**config.mk**
```make
export PLATFORM = sky130hd
export DESIGN_NAME = nand4_arc_stim
export DESIGN_NICKNAME = d
export VERILOG_FILES = /design/src/rtl/nand4_stim_pkg.sv /design/src/rtl/nand4_arc_vec.sv /design/src/rtl/nand4_arc_stim.sv
export SDC_FILE = /design/constraint.sdc
export NUM_CORES = 1
export LEC_CHECK = 0
export ABC_AREA = 1
export ABC_CLOCK_PERIOD_IN_PS = 2470
export BUFFER_PORTS_ARGS = -buffer_cell sky130_fd_sc_hd__buf_4
export CELL_PAD_IN_SITES_DETAIL_PLACEMENT = 1
export CELL_PAD_IN_SITES_GLOBAL_PLACEMENT = 1
export CORE_ASPECT_RATIO = 1.1
export CORE_MARGIN = 2
export CORE_UTILIZATION = 45
export CTS_CLUSTER_SIZE = 30
export DETAILED_ROUTE_END_ITERATION = 8
export GPL_TIMING_DRIVEN = 0
export PLACE_DENSITY = 0.84
export SLEW_MARGIN = 0
export SYNTH_ARGS = -nofsm -noshare
export SYNTH_HDL_FRONTEND = slang
export SYNTH_SLANG_ARGS = --single-unit
```
**constraint.sdc**
```tcl
create_clock -name clk -period 2.47 [get_ports clk]
set_input_delay 0.1235 -clock clk [delete_from_list [all_inputs] [get_ports clk]]
set_output_delay 0.1235 -clock clk [all_outputs]
set_load 0.01 [all_outputs]
```
**src/rtl/nand4_stim_pkg.sv**
```systemverilog
// Shared types and the arc vector table for the NAND4 characterisation driver.
// Even indices pull one input low (QN=1); odd indices drive all-ones (QN=0).
package nand4_stim_pkg;

    typedef enum logic [1:0] {
        IDLE,
        RUN,
        FINISH
    } state_t;

    localparam int NUM_VEC = 8;
    localparam int IDX_W   = 3;

    typedef struct packed {
        logic [3:0] vec;
        logic       exp_qn;
    } arc_vec_t;

    // Vector bit 0 is IN1; even idx 2k clears input k+1 so each arc toggles once.
    function automatic arc_vec_t arc_lookup(input logic [IDX_W-1:0] idx);
        arc_vec_t r;
        if (idx[0]) begin
            r.vec    = 4'b1111;
            r.exp_qn = 1'b0;
        end else begin
            r.vec    = ~(4'b0001 << idx[2:1]);
            r.exp_qn = 1'b1;
        end
        return r;
    endfunction

endpackage

```
**src/rtl/nand4_arc_vec.sv**
```systemverilog
// Combinational index -> {cell input vector, expected QN} lookup.
module nand4_arc_vec
    import nand4_stim_pkg::*;
(
    input  logic [IDX_W-1:0] idx,
    output logic [3:0]       vec,
    output logic             exp_qn
);

    arc_vec_t entry;

    assign entry  = arc_lookup(idx);
    assign vec    = entry.vec;
    assign exp_qn = entry.exp_qn;

endmodule

```
**src/rtl/nand4_arc_stim.sv**
```systemverilog
// Stimulus-and-check driver for a NAND4 cell: sweeps every input->QN arc,
// counts QN toggles and sampled mismatches, all outputs registered.
module nand4_arc_stim
    import nand4_stim_pkg::*;
#(
    parameter int HOLD_CYCLES = 4,
    parameter int REPEAT      = 1,
    parameter int CNT_W       = 16
) (
    input  logic             clk,
    input  logic             rstb,
    input  logic             start,
    input  logic             abort,
    input  logic             qn_obs,
    output logic             in1,
    output logic             in2,
    output logic             in3,
    output logic             in4,
    output logic             busy,
    output logic             done,
    output logic [2:0]       vec_idx,
    output logic [CNT_W-1:0] toggle_cnt,
    output logic [CNT_W-1:0] err_cnt
);

    localparam int HOLD_W  = (HOLD_CYCLES > 1) ? $clog2(HOLD_CYCLES) : 1;
    localparam int SWEEP_W = (REPEAT > 1) ? $clog2(REPEAT) : 1;
    localparam logic [HOLD_W-1:0]  HOLD_LAST  = HOLD_W'(HOLD_CYCLES - 1);
    localparam logic [SWEEP_W-1:0] SWEEP_LAST = SWEEP_W'(REPEAT - 1);
    localparam logic [IDX_W-1:0]   IDX_LAST   = IDX_W'(NUM_VEC - 1);

    state_t             state, state_nx;
    logic [IDX_W-1:0]   idx_nx;
    logic [HOLD_W-1:0]  hold, hold_nx;
    logic [SWEEP_W-1:0] sweep, sweep_nx;
    logic               prev_qn, prev_nx;
    logic [CNT_W-1:0]   tog_nx, err_nx;
    logic [3:0]         drive, nxt_vec;
    logic               exp_qn, nxt_exp;

    function automatic logic [CNT_W-1:0] sat_inc(input logic [CNT_W-1:0] v);
        return (&v) ? v : v + CNT_W'(1);
    endfunction

    // Looked up on the next index so drive and exp_qn register alongside vec_idx.
    nand4_arc_vec u_vec (
        .idx    (idx_nx),
        .vec    (nxt_vec),
        .exp_qn (nxt_exp)
    );

    // NOTE: every variable gets a default before the case so no path leaves it unassigned (no latch).
    always_comb begin
        state_nx = state;
        idx_nx   = vec_idx;
        hold_nx  = hold;
        sweep_nx = sweep;
        prev_nx  = prev_qn;
        tog_nx   = toggle_cnt;
        err_nx   = err_cnt;
        unique case (state)
            IDLE: begin
                if (start && !abort) begin
                    state_nx = RUN;
                    idx_nx   = '0;
                    hold_nx  = '0;
                    sweep_nx = '0;
                    prev_nx  = qn_obs;
                    tog_nx   = '0;
                    err_nx   = '0;
                end
            end
            RUN: begin
                if (abort) begin
                    state_nx = IDLE;
                end else begin
                    prev_nx = qn_obs;
                    if (qn_obs != prev_qn) tog_nx = sat_inc(toggle_cnt);
                    if (hold == HOLD_LAST) begin
                        if (qn_obs != exp_qn) err_nx = sat_inc(err_cnt);
                        hold_nx = '0;
                        idx_nx  = vec_idx + IDX_W'(1);
                        if (vec_idx == IDX_LAST) begin
                            if (sweep == SWEEP_LAST) state_nx = FINISH;
                            else                     sweep_nx = sweep + SWEEP_W'(1);
                        end
                    end else begin
                        hold_nx = hold + HOLD_W'(1);
                    end
                end
            end
            FINISH: begin
                // The closing edge back to 0000 completes the last sweep's 8th toggle.
                state_nx = IDLE;
                prev_nx  = qn_obs;
                if (qn_obs != prev_qn) tog_nx = sat_inc(toggle_cnt);
            end
            default: state_nx = IDLE;
        endcase
    end

    // NOTE: sequential state uses non-blocking assignments so all registers update together.
    always_ff @(posedge clk or negedge rstb) begin
        if (!rstb) state <= IDLE;
        else       state <= state_nx;
    end

    always_ff @(posedge clk or negedge rstb) begin
        if (!rstb) begin
            vec_idx    <= '0;
            hold       <= '0;
            sweep      <= '0;
            prev_qn    <= 1'b0;
            toggle_cnt <= '0;
            err_cnt    <= '0;
            drive      <= 4'b0000;
            exp_qn     <= 1'b1;
            busy       <= 1'b0;
            done       <= 1'b0;
        end else begin
            vec_idx    <= idx_nx;
            hold       <= hold_nx;
            sweep      <= sweep_nx;
            prev_qn    <= prev_nx;
            toggle_cnt <= tog_nx;
            err_cnt    <= err_nx;
            drive      <= (state_nx == RUN) ? nxt_vec : 4'b0000;
            exp_qn     <= nxt_exp;
            busy       <= (state_nx == RUN);
            done       <= (state_nx == FINISH);
        end
    end

    assign in1 = drive[0];
    assign in2 = drive[1];
    assign in3 = drive[2];
    assign in4 = drive[3];

endmodule

```
==> run metrics <==
TritonCTS clock tree yes; slowest CP cell dfrtp_1; Final min period 1850 ps; endpoints failing hold 0; synthesized cell area 2970 sq um; Synth area leader dfrtp_1; Int Power 1.60 mW; adder-cell share of the synthesized area 2.95%; I/O pins 46; sequential fraction of the synthesis area 39.7%; Clk Tree Root Cell clkbuf_8; status complete, no violations; max-cap violations 0; Final Cycle Share 74.7%; Setup CP Type register to register; most common library cells after synthesis nand2_1, dfrtp_1, inv_1, nor2_1, nand3_1; Setup Viol. Count Final 0; Req. time, crit path 2660 ps; I/O Buffers 45; delay-heaviest family, CP simple AND/OR/NAND/NOR gates; compound-gate portion of the synthesized area 9.07%; predominant post-synthesis flop cell dfrtp_1; Hold Path Class input port to register; Worst Tran Pin Value 622 ps; remaining antenna violation count 0; final WL 7730 um; top post-synthesis cells by area dfrtp_1, nand2_1, inv_1; CTS buffer count 5; Worst-path clk slew 100 ps; cell count after synthesis 394; most numerous cell in the Yosys netlist nand2_1; Clock power frac 21.6%; area share of the largest cell type after synthesis 38.8%; crit-path cells inv_1, ha_1, buf_6, nand2_1, nor2_1, nand4_2, nand3_2, buf_6, o21ai_2; post-synthesis mux area share 0%; Worst R2R Setup Slack 620 ps; Worst EP arrival 2030 ps; worst setup path end err_cnt[10]; htree depth 2; Initial Utilization 45.8%; Longest Clk Path Bufs 2; Rows 31; Die H 89.1 um; cts repair resizes 0; number of global-route vias before repair 2779; Total GRT Usage 23.2%; layout cell share with drive strength beyond 1 23.2%; Leak 1.70 nW; Crit. End Element register; Crit Path Max Fanout 10; Max stage delay on crit path 370 ps; Total Neg Setup Slack 0 ps; part of the power in registers 37.5%; Syn Area/Cell 7.53 sq um; Core Footprint 6480 sq um; die area 7260 sq um; RD Place Congestion 0.836; EDFF count, synth 0; sw power 1.07 mW; Max VDD drop 0.535 mV; DR vias/cell 5.12; Crit path depth 9; reg2reg end err_cnt[10]; Die Wd 81.4 um; Power Dens Cells 757 nW/um^2; CP Launch Type register; synthesized flop and latch total 47; drt pass-1 iters 4; slew margin rel. 58.5%; RSZ-0062 raised after global routing no; clock latency at the later pin of the worst-skew pair 300 ps; Sw Share 40.2%; area delta synth->final 19.0%; xor/xnor share of the synthesized area 4.73%; fmax 542 MHz; Most common cell on crit path buf_6; ys async rst share 100%; Simple-Gate Fraction of Synth Area 35.7%; initial antenna violation count 0; Final Net Count 459; Yosys cell types 30; hpwl dp 5930 um; largest family of logic cells by synthesized area simple AND/OR/NAND/NOR gates; grt ovf 0; first-pass GRT wire length 12900 um; R2R depth 9; largest net degree at the start of global routing 48; clock sinks 47; DRT iter0 DRCs 79; critical path startpoint state[1]; Tot Pwr 2.67 mW; DRC 0; Syn Nets 406; Via Count 2716; Inserted Diodes 0; drt wl/cell 14.6 um; worst r2r src state[1]; Comb power frac 40.9%; worst path bufs/invs 3; clk_skew 7.81 ps; Syn. warnings 0; fin. max-slew vios 0
## power by group through the flow
stage | clock (mW) | sequential, mW | combinational [mW]
after floorplan | 0 | 1.03 | 0.703
after global placement | 0 | 1.01 | 1.07
after detailed placement | 0 | 1.02 | 1.11
after CTS | 0.590 | 1.00 | 1.12
after global routing | 0.617 | 1.02 | 1.23
final | 0.578 | 1.00 | 1.09
## routing by layer
metal | global-route usage [%] | up-vias | part of all wire, %
met5 | 0 | - | 0
met4 | 5.55 | 0 | 1.3
met3 | 2.83 | 9 | 2.4
met2 | 45.5 | 40 | 56
met1 | 26.4 | 1328 | 41
li1 | - | 1339 | -
## state kept, by name, indices dropped and copies added, names as in the netlist, 2 cells and up
signal,cells
vec_idx,3
state,2
hold,2
drive,4
err_cnt,16
toggle_cnt,16
## cells in the final DEF, fill, tap and decap left out, types with 4 or more instances in the layout
master,Yosys,routed
buf_4,0,45
buf_6,4,4
clkbuf_8,0,5
dfrtp_1,46,46
ha_1,7,7
inv_1,42,42
nand2_1,135,135
nand2_2,6,6
nand3_1,27,27
nand4_1,6,6
nor2_1,40,40
nor2_4,4,4
o21ai_0,11,11
o21ai_1,4,4
o21ai_2,17,17
or2_2,4,4
xnor2_1,5,5
xor2_1,11,11
## tightest hold or removal path: cells and delay by family
| kind | cells | cell delay (ps) |
|---|---|---|
| buf+inv | 1 | 100 |
| compound gates | 1 | 60 |
| simple gates | 1 | 50 |
## final cells by class
cell class                 instances  area [sq um]
inverter                          45           169
multi-input combinational        296          1550
clock inverter                     3          43.8
buffer                             6          65.1
fill                             840          2950
timing repair buffer              46           348
tap                               82           103
sequential                        47          1180
clock buffer                       5          68.8
## timing repair
item	4_1_cts	5_1_grt
setup buffers	0	0
hold buffers	1	0
hold endpoints to repair	46	0
## through the flow
step | worst slack, ps | cell area, sq um | hold WS [ps] | cells | util (%)
floorplan | 937 | 2970 | -172 | 394 | -
global placement | 746 | 3410 | 182 | 521 | 52.6
detailed placement | 647 | 3410 | 185 | 521 | 52.6
CTS | 597 | 3530 | 56.4 | 530 | 54.5
global route | 479 | 3530 | 75.3 | 530 | 54.5
finish | 624 | 3530 | 59.0 | 530 | 54.5
## cells by family after synthesis
family / count (synthesis)
compound gates: 39
xor+xnor: 16
fa+ha+maj: 7
buf+inv: 51
flops: 47
simple gates: 234
## how the worst min path moves through the flow
stage          slack [ps]  depth (start not counted)              to  startpoint
6_report               60                          3         prev_qn      qn_obs
5_1_grt                80                          3         prev_qn      qn_obs
4_1_cts                60                          3         prev_qn      qn_obs
3_5_place_dp          180                          1   toggle_cnt[3]        rstb
3_3_place_gp          180                          1  toggle_cnt[10]        rstb
2_1_floorplan        -170                          0            busy        rstb
Power figures use the tool's default switching activity.
